**src/rtl/pixel_merger_pkg.sv**
```systemverilog
// Shared definitions for the four-lane pixel merger.
package pixel_merger_pkg;

   localparam int LANES  = 4;
   localparam int LANE_W = 2;
   localparam int PIX_W  = 8;

   typedef enum logic {
      IDLE = 1'b0,
      RUN  = 1'b1
   } state_t;

endpackage

```
**src/rtl/pixel_merger_lane.sv**
```systemverilog
// Per-lane synchronous FIFO. The head entry is readable combinationally.
// When the FIFO is full, a write is still accepted in a cycle that also pops.
module lane_fifo
   import pixel_merger_pkg::*;
#(
   parameter int DEPTH = 8
) (
   input  logic             clk,
   input  logic             rst,
   input  logic             flush,
   input  logic             wr,
   input  logic             rd,
   input  logic [PIX_W-1:0] din,
   output logic [PIX_W-1:0] dout,
   output logic             full,
   output logic             empty
);

   localparam int AW = $clog2(DEPTH);

   logic [PIX_W-1:0] mem_q [DEPTH];
   logic [AW-1:0]    wr_ptr_q, wr_ptr_d;
   logic [AW-1:0]    rd_ptr_q, rd_ptr_d;
   logic [AW:0]      count_q, count_d;
   logic             do_wr, do_rd;

   assign full  = (count_q == (AW+1)'(DEPTH));
   assign empty = (count_q == '0);
   assign do_rd = rd && !empty;
   assign do_wr = wr && (!full || do_rd);
   assign dout  = mem_q[rd_ptr_q];

   // Pointer and occupancy update; flush empties the FIFO regardless of traffic.
   always_comb begin
      wr_ptr_d = wr_ptr_q;
      rd_ptr_d = rd_ptr_q;
      count_d  = count_q;
      if (flush) begin
         wr_ptr_d = '0;
         rd_ptr_d = '0;
         count_d  = '0;
      end else begin
         if (do_wr) wr_ptr_d = wr_ptr_q + AW'(1);
         if (do_rd) rd_ptr_d = rd_ptr_q + AW'(1);
         case ({do_wr, do_rd})
            2'b10:   count_d = count_q + (AW+1)'(1);
            2'b01:   count_d = count_q - (AW+1)'(1);
            default: count_d = count_q;
         endcase
      end
   end

   // Pointer/occupancy registers with synchronous reset.
   always_ff @(posedge clk) begin
      if (rst) begin
         wr_ptr_q <= '0;
         rd_ptr_q <= '0;
         count_q  <= '0;
      end else begin
         wr_ptr_q <= wr_ptr_d;
         rd_ptr_q <= rd_ptr_d;
         count_q  <= count_d;
      end
   end

   // Storage array; contents need no reset since occupancy gates every read.
   always_ff @(posedge clk) begin
      if (do_wr && !flush) mem_q[wr_ptr_q] <= din;
   end

endmodule

```
**src/rtl/pixel_merger.sv**
```systemverilog
// Re-serialises four lane streams into one raster-ordered valid/ready stream,
// tracking frame completion and per-lane overflow.
module pixel_merger
   import pixel_merger_pkg::*;
#(
   parameter int DEPTH     = 8,
   parameter int FRAME_PIX = 65536
) (
   input  logic             clk,
   input  logic             rst,
   input  logic             start,
   input  logic [PIX_W-1:0] in_pixel0,
   input  logic [PIX_W-1:0] in_pixel1,
   input  logic [PIX_W-1:0] in_pixel2,
   input  logic [PIX_W-1:0] in_pixel3,
   input  logic             in_valid0,
   input  logic             in_valid1,
   input  logic             in_valid2,
   input  logic             in_valid3,
   output logic [PIX_W-1:0] m_pixel,
   output logic             m_valid,
   input  logic             m_ready,
   output logic             m_last,
   output logic             frame_done,
   output logic             busy,
   output logic [LANES-1:0] ovf
);

   localparam int              CW       = $clog2(FRAME_PIX) + 1;
   localparam logic [CW-1:0]   LAST_IDX = CW'(FRAME_PIX - 1);

   state_t            state_q, state_d;
   logic [LANE_W-1:0] lane_ptr_q, lane_ptr_d;
   logic [CW-1:0]     cnt_q, cnt_d;
   logic [PIX_W-1:0]  m_pixel_q, m_pixel_d;
   logic              m_valid_q, m_valid_d;
   logic              m_last_q, m_last_d;
   logic              frame_done_q, frame_done_d;
   logic [LANES-1:0]  ovf_q, ovf_d;

   logic [LANES-1:0]  in_valid;
   logic [PIX_W-1:0]  in_pixel   [LANES];
   logic [PIX_W-1:0]  fifo_dout  [LANES];
   logic [LANES-1:0]  fifo_wr, fifo_rd, fifo_full, fifo_empty;
   logic              load, accept;

   assign in_valid    = {in_valid3, in_valid2, in_valid1, in_valid0};
   assign in_pixel[0] = in_pixel0;
   assign in_pixel[1] = in_pixel1;
   assign in_pixel[2] = in_pixel2;
   assign in_pixel[3] = in_pixel3;

   for (genvar k = 0; k < LANES; k++) begin : g_lane
      lane_fifo #(.DEPTH(DEPTH)) u_fifo (
         .clk   (clk),
         .rst   (rst),
         .flush (start),
         .wr    (fifo_wr[k]),
         .rd    (fifo_rd[k]),
         .din   (in_pixel[k]),
         .dout  (fifo_dout[k]),
         .full  (fifo_full[k]),
         .empty (fifo_empty[k])
      );
   end

   // Lane writes and the strict round-robin pop; no pops once the last pixel is held.
   always_comb begin
      accept  = m_valid_q && m_ready;
      load    = (state_q == RUN) && !start && !(m_valid_q && m_last_q) &&
                (!m_valid_q || m_ready) && !fifo_empty[lane_ptr_q];
      fifo_wr = '0;
      fifo_rd = '0;
      for (int k = 0; k < LANES; k++) begin
         fifo_wr[k] = (state_q == RUN) && !start && in_valid[k];
         fifo_rd[k] = load && (lane_ptr_q == LANE_W'(k));
      end
   end

   // Next-state, output register, counter and sticky overflow computation.
   always_comb begin
      state_d      = state_q;
      lane_ptr_d   = lane_ptr_q;
      cnt_d        = cnt_q;
      m_pixel_d    = m_pixel_q;
      m_valid_d    = m_valid_q;
      m_last_d     = m_last_q;
      frame_done_d = 1'b0;
      ovf_d        = ovf_q;
      if (start) begin
         state_d    = RUN;
         lane_ptr_d = '0;
         cnt_d      = '0;
         m_pixel_d  = '0;
         m_valid_d  = 1'b0;
         m_last_d   = 1'b0;
         ovf_d      = '0;
      end else begin
         if (load) begin
            m_pixel_d  = fifo_dout[lane_ptr_q];
            m_valid_d  = 1'b1;
            m_last_d   = (cnt_q == LAST_IDX);
            lane_ptr_d = lane_ptr_q + LANE_W'(1);
            cnt_d      = cnt_q + CW'(1);
         end else if (accept) begin
            m_valid_d = 1'b0;
            m_last_d  = 1'b0;
         end
         if ((state_q == RUN) && accept && m_last_q) begin
            state_d      = IDLE;
            frame_done_d = 1'b1;
         end
         for (int k = 0; k < LANES; k++) begin
            if (fifo_wr[k] && fifo_full[k] && !fifo_rd[k]) ovf_d[k] = 1'b1;
         end
      end
   end

   // State and output registers; reset wins over a coincident start.
   always_ff @(posedge clk) begin
      if (rst) begin
         state_q      <= IDLE;
         lane_ptr_q   <= '0;
         cnt_q        <= '0;
         m_pixel_q    <= '0;
         m_valid_q    <= 1'b0;
         m_last_q     <= 1'b0;
         frame_done_q <= 1'b0;
         ovf_q        <= '0;
      end else begin
         state_q      <= state_d;
         lane_ptr_q   <= lane_ptr_d;
         cnt_q        <= cnt_d;
         m_pixel_q    <= m_pixel_d;
         m_valid_q    <= m_valid_d;
         m_last_q     <= m_last_d;
         frame_done_q <= frame_done_d;
         ovf_q        <= ovf_d;
      end
   end

   assign m_pixel    = m_pixel_q;
   assign m_valid    = m_valid_q;
   assign m_last     = m_last_q;
   assign frame_done = frame_done_q;
   assign busy       = (state_q == RUN);
   assign ovf        = ovf_q;

endmodule

```
**config.mk**
```make
export PLATFORM = sky130hd
export DESIGN_NAME = pixel_merger
export DESIGN_NICKNAME = d
export VERILOG_FILES = /design/src/rtl/pixel_merger_pkg.sv /design/src/rtl/pixel_merger_lane.sv /design/src/rtl/pixel_merger.sv
export SDC_FILE = /design/constraint.sdc
export NUM_CORES = 1
export LEC_CHECK = 0
export ABC_AREA = 1
export BUFFER_PORTS_ARGS = -buffer_cell sky130_fd_sc_hd__buf_4
export CAP_MARGIN = 20
export CORE_MARGIN = 4
export CORE_UTILIZATION = 55
export CTS_BUF_LIST = sky130_fd_sc_hd__clkbuf_4 sky130_fd_sc_hd__clkbuf_8 sky130_fd_sc_hd__clkbuf_16
export DETAILED_ROUTE_END_ITERATION = 16
export GPL_TIMING_DRIVEN = 0
export PLACE_DENSITY = 0.72
export SLEW_MARGIN = 20
export SYNTH_ARGS = -nofsm -noshare
export SYNTH_HDL_FRONTEND = slang
export SYNTH_SLANG_ARGS = --single-unit
export TNS_END_PERCENT = 100
```
**constraint.sdc**
```tcl
create_clock -name clk -period 3.7 [get_ports clk]
set_input_delay 0.185 -clock clk [delete_from_list [all_inputs] [get_ports clk]]
set_output_delay 0.185 -clock clk [all_outputs]
set_load 0.01 [all_outputs]
```
## Yosys cells after proc, flatten, opt, wreduce, memory -nomap -nowiden

Memories as Yosys holds them, arrays and structs flattened. A register that Yosys moved wholly into a read port is not among the register bits.
Index checks and enable logic that the tools add are counted.
Widths: inputs -> output; s select.

| cells by class | value |
|---|---|
| $add $sub $neg | 18 |
| shift operators | 0 |
| $mul | 0 |
| divide/modulo/power cells | 0 |
| bitwise operators | 1 |
| mux-type cells | 31 |
| equality and inequality tests | 16 |
| reductions and logical operators | 69 |
| order comparisons | 2 |

Operator list:

| cell | number |
|---|---|
| $logic_and 1x1->1 | 36 |
| $pmux 4 s2 | 4 |
| $add 3x1->3 const B | 8 |
| $mux 3 | 8 |
| $add 17x1->17 const B | 1 |
| $eq 17x16->1 const B | 1 |
| $add 4x1->4 const B | 4 |
| $bmux 8 s2 | 1 |
| $eq 4x4->1 const B | 4 |
| $logic_not 1->1 | 16 |
| $logic_not 4->1 | 4 |
| $mux 8 | 2 |
| $sub 4x1->4 const B | 4 |
| $mux 1 | 15 |
| $eq 2x2->1 const B | 6 |
| $reduce_bool 2->1 | 6 |
| $eq 2x1->1 const B | 5 |
| $logic_or 1x1->1 | 5 |
| $ge 3x3->1 const B | 1 |
| $lt 2x3->1 const B | 1 |
| $not 2->3 | 1 |
| $add 2x1->2 const B | 1 |
| $bmux 1 s2 | 1 |
| $logic_not 2->1 | 1 |
| $reduce_or 2->1 | 1 |

| word-level totals | value |
|---|---|
| word-level logic and storage cells | 164 |
| latch bits | 0 |
| flip-flop bits (word level) | 75 |
| bits of input ports | 40 |
| output and inout port bits | 16 |
| RAM bits | 256 |
| ROM bits | 0 |
| memories | 4 |

Memory list:

| memory | depth | width | read ports | clocked after memory_dff | write ports | RTL line | RTL |
|---|---|---|---|---|---|---|---|
| g_lane[0].u_fifo.mem_q | 8 | 8 | 1 | 1 | 1 | pixel_merger_lane.sv:21 | `logic [PIX_W-1:0] mem_q [DEPTH];` |
| g_lane[1].u_fifo.mem_q | 8 | 8 | 1 | 1 | 1 | pixel_merger_lane.sv:21 |  |
| g_lane[2].u_fifo.mem_q | 8 | 8 | 1 | 1 | 1 | pixel_merger_lane.sv:21 |  |
| g_lane[3].u_fifo.mem_q | 8 | 8 | 1 | 1 | 1 | pixel_merger_lane.sv:21 |  |

## Depth between registers and ports, before layout

Gate-level depths: netlist (run 1).

| logic depth | value |
|---|---|
| word-level depth | 12 |
| gate-level depth with buffers | 19 |
| gate-level depth less buffers | 18 |

## By module

A second synthesis (run 1) with hierarchy kept.

| second synthesis, totals | value |
|---|---|
| cell total of the unflattened synthesis | 1349 |
| area total of the unflattened synthesis | 14993.1 µm² |

Modules (own cells, without submodules):

| module | area each (µm²) | cells an instance | instances | seq. area each (µm²) |
|---|---|---|---|---|
| lane_fifo (g_lane[1].u_fifo ...) | 3241.9 | 260 | 2 | 2182.1 |
| lane_fifo (g_lane[0].u_fifo ...) | 3240.6 | 262 | 2 | 2182.1 |
| pixel_merger | 2028.2 | 305 | 1 | 700.7 |

## Worst setup path after synthesis (run 1)

No wires, ideal clock.

| timing | value |
|---|---|
| path kind | reg-to-reg |
| start | register lane_ptr_q[1] |
| end | memory g_lane[1].u_fifo.mem_q[1][0], enable pin |
| period minus slack after synthesis | 2.552 ns |
| arrival time | 2.169 ns |
| path buffers | 2 |
| data required time | 3.317 ns |
| setup slack | 1.148 ns |
| stages on the path, launching flop included | 9 |
| library setup time | 0.383 ns |
| cell sequence | dfxtp_1 buf_2 inv_1 clkbuf_1 ha_1 nand4_1 nand2_1 nand2_1 nor3_1 |

| between the ends | value |
|---|---|
| cells in the longest elaborated chain, start to end | 11 |
| elaborated cells between the ends (all ways) | 12 |
| classes of those cells | eq/ne: 1; mux: 4; reduce/logical: 7 |

RTL lines:

| item | RTL line | RTL |
|---|---|---|
| from (decl) | pixel_merger.sv:33 | `logic [LANE_W-1:0] lane_ptr_q, lane_ptr_d;` |
| from (signal assigned) | pixel_merger.sv:132 | `lane_ptr_q <= lane_ptr_d;` |
| $bmux 1 s2 | pixel_merger.sv:71 | `(!m_valid_q \|\| m_ready) && !fifo_empty[lane_ptr_q];` |
| $mux 1 (not written as such) | pixel_merger.sv:71 |  |
| $logic_not 1->1 | pixel_merger.sv:71 |  |
| $logic_and 1x1->1 | pixel_merger.sv:71 |  |
| $logic_and 1x1->1 (*) | pixel_merger.sv:76 | `fifo_rd[k] = load && (lane_ptr_q == LANE_W'(k));` |
| $logic_and 1x1->1 (*) | pixel_merger_lane.sv:29 | `assign do_rd = rd && !empty;` |
| $logic_or 1x1->1 (*) | pixel_merger_lane.sv:30 | `assign do_wr = wr && (!full \|\| do_rd);` |
| $logic_and 1x1->1 (*) | pixel_merger_lane.sv:30 |  |
| $logic_and 1x1->1 (*) | pixel_merger_lane.sv:68 | `if (do_wr && !flush) mem_q[wr_ptr_q] <= din;` |
| $mux 1 (*) | pixel_merger_lane.sv:68 |  |
| $mux 1 (not written as such) (*) | pixel_merger_lane.sv:68 |  |
| to (decl) | pixel_merger_lane.sv:21 |  |

Every way passes the cells marked *; elsewhere a longest branch is shown, timed or not. The select of a mux whose other input is x is not followed.

## Worst setup path after layout (run 1)

| timing | value |
|---|---|
| start | register lane_ptr_q[0] |
| end | memory g_lane[0].u_fifo.mem_q[2][5], enable pin |

| between the ends | value |
|---|---|
| cells in the longest elaborated chain, start to end | 11 |
| elaborated cells between the ends (all ways) | 12 |
| classes of those cells | mux: 4; reduce/logical: 8 |

RTL lines:

| item | RTL line |
|---|---|
| $bmux 1 s2 | pixel_merger.sv:71 |
| $mux 1 (not written as such) | pixel_merger.sv:71 |
| $logic_not 1->1 | pixel_merger.sv:71 |
| $logic_and 1x1->1 | pixel_merger.sv:71 |
| $logic_and 1x1->1 (*) | pixel_merger.sv:76 |
| $logic_and 1x1->1 (*) | pixel_merger_lane.sv:29 |
| $logic_or 1x1->1 (*) | pixel_merger_lane.sv:30 |
| $logic_and 1x1->1 (*) | pixel_merger_lane.sv:30 |
| $logic_and 1x1->1 (*) | pixel_merger_lane.sv:68 |
| $mux 1 (*) | pixel_merger_lane.sv:68 |
| $mux 1 (not written as such) (*) | pixel_merger_lane.sv:68 |
| to (decl) | pixel_merger_lane.sv:21 |

Marks and branches as above.

==> results of run 1 <==
final timing paths:
check | start | to | slack [ps] | depth (start not counted)
worst min register to register | cnt_q[4] | cnt_q[4] | 440 | 2
worst min-delay path | in_valid3 | ovf[3] | 110 | 5
worst max register to register | lane_ptr_q[0] | g_lane[0].u_fifo.mem_q[2][5] | 330 | 9
worst max-delay path | lane_ptr_q[0] | g_lane[0].u_fifo.mem_q[2][5] | 330 | 9
flip-flops by register name (all words and copies together) (netlist names), named ones only:
| signal | count |
|---|---|
| busy | 1 |
| cnt_q | 17 |
| frame_done | 1 |
| g_lane.u_fifo.count_q | 16 |
| g_lane.u_fifo.mem_q | 256 |
| g_lane.u_fifo.rd_ptr_q | 12 |
| g_lane.u_fifo.wr_ptr_q | 12 |
| lane_ptr_q | 2 |
| m_last | 1 |
| m_pixel | 8 |
| m_valid | 1 |
| ovf | 4 |
cell type report:
| type | count | area (um2) | area share [%] |
|---|---|---|---|
| Clock buffer | 59 | 1190 | 7.08 |
| Sequential cell | 343 | 9430 | 56.0 |
| Buffer | 56 | 241 | 1.43 |
| Inverter | 99 | 372 | 2.21 |
| Tap cell | 330 | 413 | 2.45 |
| Timing Repair Buffer | 92 | 778 | 4.62 |
| Multi-Input combinational cell | 830 | 4360 | 25.9 |
| Clock inverter | 7 | 66.3 | 0.394 |
cells by family (layout without fill, tap and decap cells):
group           after synthesis  count (layout)  share of synthesized area, %
simple gates                484             484                          14.7
compound gates              309             309                          12.1
fa+ha+maj                    26              26                          2.43
flops                       343             343                          65.8
buf+inv                     155             313                          4.28
xor+xnor                     11              11                         0.672
repair_timing:
action / 4_1_cts / 5_1_grt
hold endpoints to repair: 259 / 0
buffers inserted: 0 / 0
hold buffers: 35 / 0
stage by stage:
| stage | TNS (ps) | std cells | setup WS (ps) | util [%] | power [mW] |
|---|---|---|---|---|---|
| global route | 0 | 1816 | 219 | 66.3 | 8.28 |
| global placement | -395 | 1713 | -50.0 | 59.7 | 4.40 |
| detailed placement | 0 | 1715 | 361 | 60.0 | 4.41 |
| finish | 0 | 1816 | 328 | 66.3 | 8.05 |
| floorplan | 0 | 1328 | 1150 | - | 4.31 |
| CTS | 0 | 1816 | 361 | 66.3 | 8.09 |
synth_stat cells, drive strengths merged:
master and instances:
o211ai 62, nand4 11, ha 23, a211oi 1, inv 98, clkinv 1
nor2 261, clkbuf 40, o21ai 174, a21oi 53, and3 1, nand3 64
nand3b 1, nor3 27, nand2 111, dfxtp 87, xor2 7, edfxtp 256
o21a 1, nor4 8, xnor2 4, o221ai 2, fa 3, a31oi 8
buf 16, o22ai 8
power by group:
| part | switching (mW) | total [mW] | internal, mW |
|---|---|---|---|
| logic | 0.126 | 0.207 | 0.0805 |
| registers | 0.00798 | 4.15 | 4.14 |
| clock network | 1.41 | 3.69 | 2.28 |
| total | 1.55 | 8.05 | 6.51 |
per-layer routing:
metal / share of wire [%] / up-vias / global-route usage [%]
li1: - / 4963 / -
met2: 46 / 427 / 37.1
met4: 2.4 / 0 / 6.55
met3: 8.0 / 66 / 4.10
met5: 0 / - / 0
met1: 43 / 4946 / 33.3
tightest hold or removal path: stages:
cell and delay [ps]:
buf_4 80, nand2_1 50, inv_1 90, a31oi_1 90
nor2_1 80
==> impl_metrics.json, run 1 <==
{
  "cts_resized": 0,
  "setup_viol": 0,
  "outcome": "completed",
  "p_leak_nw": 5.88,
  "dr.pass1.iters": 6,
  "layout-drive-gt1-share_pct": 11.6,
  "fp.dieArea_mm2": 0.0287,
  "syn_inst": 1328,
  "nFillCells": 1901,
  "drt_iter0_markers": 1038,
  "yosysWarnings": 0,
  "finalHoldViolations": 0,
  "antennaDiodeCount": 0,
  "finalCritPeriodShare_pct": 91.1,
  "viasPerCell": 5.73,
  "worstSetupStartpointType": "register",
  "core_area_mm2": 0.0254,
  "final_antenna_net_count": 0,
  "yosysSeqAreaShare_pct": 65.8,
  "crit_slowest_cell": "nor2_1",
  "clk_pin_slew_ps": 60,
  "final_cell_mix": "nor2_1 (258), edfxtp_1 (256), o21ai_0 (172), nand2_1 (99), inv_1 (94)",
  "insertion_delay_ps": 520,
  "numCtsBuffers": 36,
  "mostFrequentLayoutCell": "nor2_1",
  "synth_cell_type_count": 39,
  "cts_tree": "done",
  "die_height_um": 169,
  "power_density_mw_per_mm2": 478,
  "slew_headroom_pct": 36.1,
  "cp.arrival_ps": 3500,
  "fin_area_mm2": 0.0168,
  "grt_pass1_vias": 10000,
  "fin_hold_ws_ps": 110,
  "slew_viol_final": 0,
  "vias": 10400,
  "antenna_found_initial": 0,
  "ctsLongestPathBuffers": 3,
  "critical_path.cell_chain": "buf_4, inv_2, buf_2, buf_1, ha_1, nand2_1, nand2_2, nand3_1, nor2_1",
  "synth_top_area_cell": "edfxtp_1",
  "hp-class": "in2reg",
  "syn-num-nets": 1394,
  "cts_sinks": 343,
  "path_max_fanout": 11,
  "ioPinCount": 56,
  "initial_utilization_pct": 56.5,
  "die_w_um": 169,
  "maxCapViolCount": 0,
  "synth_top_cell_area_share_pct": 53.6,
  "drc": 0,
  "synth_area_leaders": "edfxtp_1 (54%), dfxtp_1 (12%), nor2_1 (6.8%)",
  "syn_avg_cell_area_um2": 10.8,
  "cp_slowest_stage_delay_ps": 770,
  "rsz0062_at_grt": "no",
  "worstPathRequired_ps": 3830,
  "grt_use_total_pct": 23.3,
  "synth-seq-cells": 343,
  "grt_overflow": 0,
  "min_period_ps": 3370,
  "dp_hpwl_mm": 22.7,
  "place_congestion": 0.861,
  "worst_setup_path_end_kind": "register",
  "finClkSkew_ps": 26.2,
  "netlist_area_mm2": 0.0143,
  "fmax_mhz": 297,
  "grt_max_degree": 15,
  "critPathTopFamily": "buffers and inverters",
  "wl_mm": 33.4,
  "io_buffers": 55,
  "worst_pin_slew_ps": 955,
  "rows": 58,
  "wire_per_inst_um": 18.4,
  "grt_pass1_wl_mm": 52.9,
  "fin_nets": 1524,
  "clockRootBuffer": "clkbuf_16",
  "ir_worst_vdd_uv": 405,
  "syn_to_final_growth_pct": 17.5,
  "path_class": "reg2reg",
  "htreeDepth": 2,
  "worstPathBufferInverterCount": 4,
  "dpl_cell_area_mm2": 0.0152
}
(Power assumes the default switching activity.)
==> run 2: changes to the inputs <==
- CORE_MARGIN: 4 -> unset
- SLEW_MARGIN: 20 -> 40
==> run 2 against run 1 <==
Net effect:
- design area shrank 0.89%
- register-to-register slack gained 130 ps
- sequential power is essentially flat
- combinational power is essentially flat
- critical path depth is the same
- non-clock buffer count grew 1
- count of clock-buffer cells in the layout shrank 17
- utilization shrank 0.59 points
- clock power shrank 9.8%
- hold slack gained 0.67 ps
- critical endpoint is now g_lane[0].u_fifo.mem_q[6][6]
- largest power group unchanged
==> impl_metrics.json, run 2 (synthesis gave the netlist of run 1 again) <==
{
  "outcome": "completed",
  "finalHoldViolations": 0,
  "fin_hold_ws_ps": 110,
  "grt_pass1_wl_mm": 52.7,
  "maxCapViolCount": 0,
  "reg2reg_depth": 9,
  "cp.arrival_ps": 3380,
  "grt_pass1_vias": 10000,
  "hp-class": "in2reg",
  "path_max_fanout": 11,
  "viasPerCell": 5.74,
  "ir_worst_vdd_uv": 372,
  "hold_start": "in_valid3",
  "path_class": "reg2reg",
  "cts_tree": "done",
  "r2r-start": "lane_ptr_q[0]",
  "nFillCells": 1930,
  "wire_per_inst_um": 18.5,
  "core_area_mm2": 0.0254,
  "htreeDepth": 2,
  "drc": 0,
  "dpl_worst_slack_ps": 396,
  "die_w_um": 163,
  "top_regs": "g_lane.u_fifo.mem_q x256, cnt_q x17, g_lane.u_fifo.count_q x16",
  "timing.rr.end": "g_lane[0].u_fifo.mem_q[6][6]",
  "vias": 10400,
  "ctsLongestPathBuffers": 3,
  "die_height_um": 163,
  "grt_overflow": 0,
  "fin_setup_tns_ps": 0,
  "power_density_mw_per_mm2": 461,
  "rows": 58,
  "numCtsBuffers": 35,
  "min_period_ps": 3240,
  "final_antenna_net_count": 0,
  "cts_sinks": 343,
  "finalCritPeriodShare_pct": 87.7,
  "layout-drive-gt1-share_pct": 11.7,
  "r2r_slack_ps": 460,
  "final_core_util_pct": 65.7,
  "setup_viol": 0,
  "hold_end": "ovf[3]",
  "p_total_mw": 7.69,
  "grt_max_degree": 15,
  "insertion_delay_ps": 510,
  "wl_mm": 33.5,
  "syn_to_final_growth_pct": 16.5,
  "dr.pass1.iters": 5,
  "worstPathRequired_ps": 3840,
  "worst_pin_slew_ps": 832,
  "io_buffers": 55,
  "clk_pin_slew_ps": 60,
  "whs_path_depth": 5,
  "largest-register": "g_lane.u_fifo.mem_q",
  "largest_reg_flops": 256,
  "finClkSkew_ps": 20.8,
  "worstSetupStartpointType": "register",
  "initial_utilization_pct": 56.5,
  "fin_nets": 1524,
  "mostFrequentLayoutCell": "edfxtp_1",
  "ioPinCount": 56,
  "p_leak_nw": 5.79,
  "dp_hpwl_mm": 22.7,
  "slew_headroom_pct": 44.3,
  "antenna_found_initial": 0,
  "worst_slack_ps": 456,
  "rsz0062_at_grt": "no",
  "fp.dieArea_mm2": 0.0267,
  "antennaDiodeCount": 0,
  "clockRootBuffer": "clkbuf_16",
  "fmax_mhz": 308,
  "drt_iter0_markers": 1109,
  "final_cell_mix": "edfxtp_1 (256), nor2_1 (250), o21ai_0 (172), nand2_1 (99), inv_1 (94)",
  "worst_setup_path_end_kind": "register",
  "slew_viol_final": 0,
  "place_congestion": 0.866,
  "grt_use_total_pct": 25.7
}
-- run 2: changes by cell type in the layout (fill, tap and decap cells not counted), sizes merged --
| cell | delta |
|---|---|
| clkinv | +11 |
| buf | +1 |
| clkinvlp | +1 |
| inv | +1 |
| clkbuf | -17 |
-- run 2: layout make-up --
cell class | count | area [um2] | area share (%)
inverters | 99 | 372 | 2.23
flip-flops and latches | 343 | 9430 | 56.5
well taps | 330 | 413 | 2.47
repair buffers | 93 | 786 | 4.71
multi-input cells | 830 | 4380 | 26.2
plain buffers | 56 | 241 | 1.45
clock buffers | 42 | 953 | 5.71
clock inverters | 20 | 129 | 0.772
-- run 2: critical path, cell delays in order (launching register included) --
cell     delay [ps]
dfxtp_1         330
buf_4           200
inv_2           100
buf_2           260
buf_1           580
ha_1            330
nand2_1         110
nand2_2         110
nand3_1         220
nor2_1          640
-- run 2: what timing repair did --
item                      in CTS  in global routing
hold endpoints to repair     259                  0
buffers inserted               0                  0
resized for setup              0                  0
hold buffers                  35                  0
-- run 2: power breakdown --
group	internal (mW)	switching [mW]	leakage, nW
clock	1.91	1.42	0.541
combinational	0.0806	0.128	2.24
sequential	4.14	0.00815	3.01
total	6.13	1.56	5.79
-- run 2: routing by layer --
metal / track usage (%) / share of wire (%)
met5: 0 / 0
met3: 4.85 / 8.6
met4: 8.04 / 2.4
met2: 40.6 / 46
met1: 35.9 / 43
-- run 2: how the worst max path moves through the flow --
stage	startpoint	endpoint	slack [ps]	depth (start not counted)
detailed placement	lane_ptr_q[0]	g_lane[0].u_fifo.mem_q[4][1]	400	9
floorplan	lane_ptr_q[1]	g_lane[1].u_fifo.mem_q[1][0]	1150	8
global route	lane_ptr_q[0]	g_lane[0].u_fifo.mem_q[6][6]	260	9
finish	lane_ptr_q[0]	g_lane[0].u_fifo.mem_q[6][6]	460	9
global placement	lane_ptr_q[0]	g_lane[0].u_fifo.mem_q[3][1]	-30	9
CTS	lane_ptr_q[0]	g_lane[0].u_fifo.mem_q[4][2]	390	9
-- run 2: per-stage QoR --
step / instance area, um2 / cells
global route: 16700 / 1813
global placement: 15200 / 1713
finish: 16700 / 1813
floorplan: 14300 / 1328
detailed placement: 15300 / 1716
CTS: 16700 / 1813
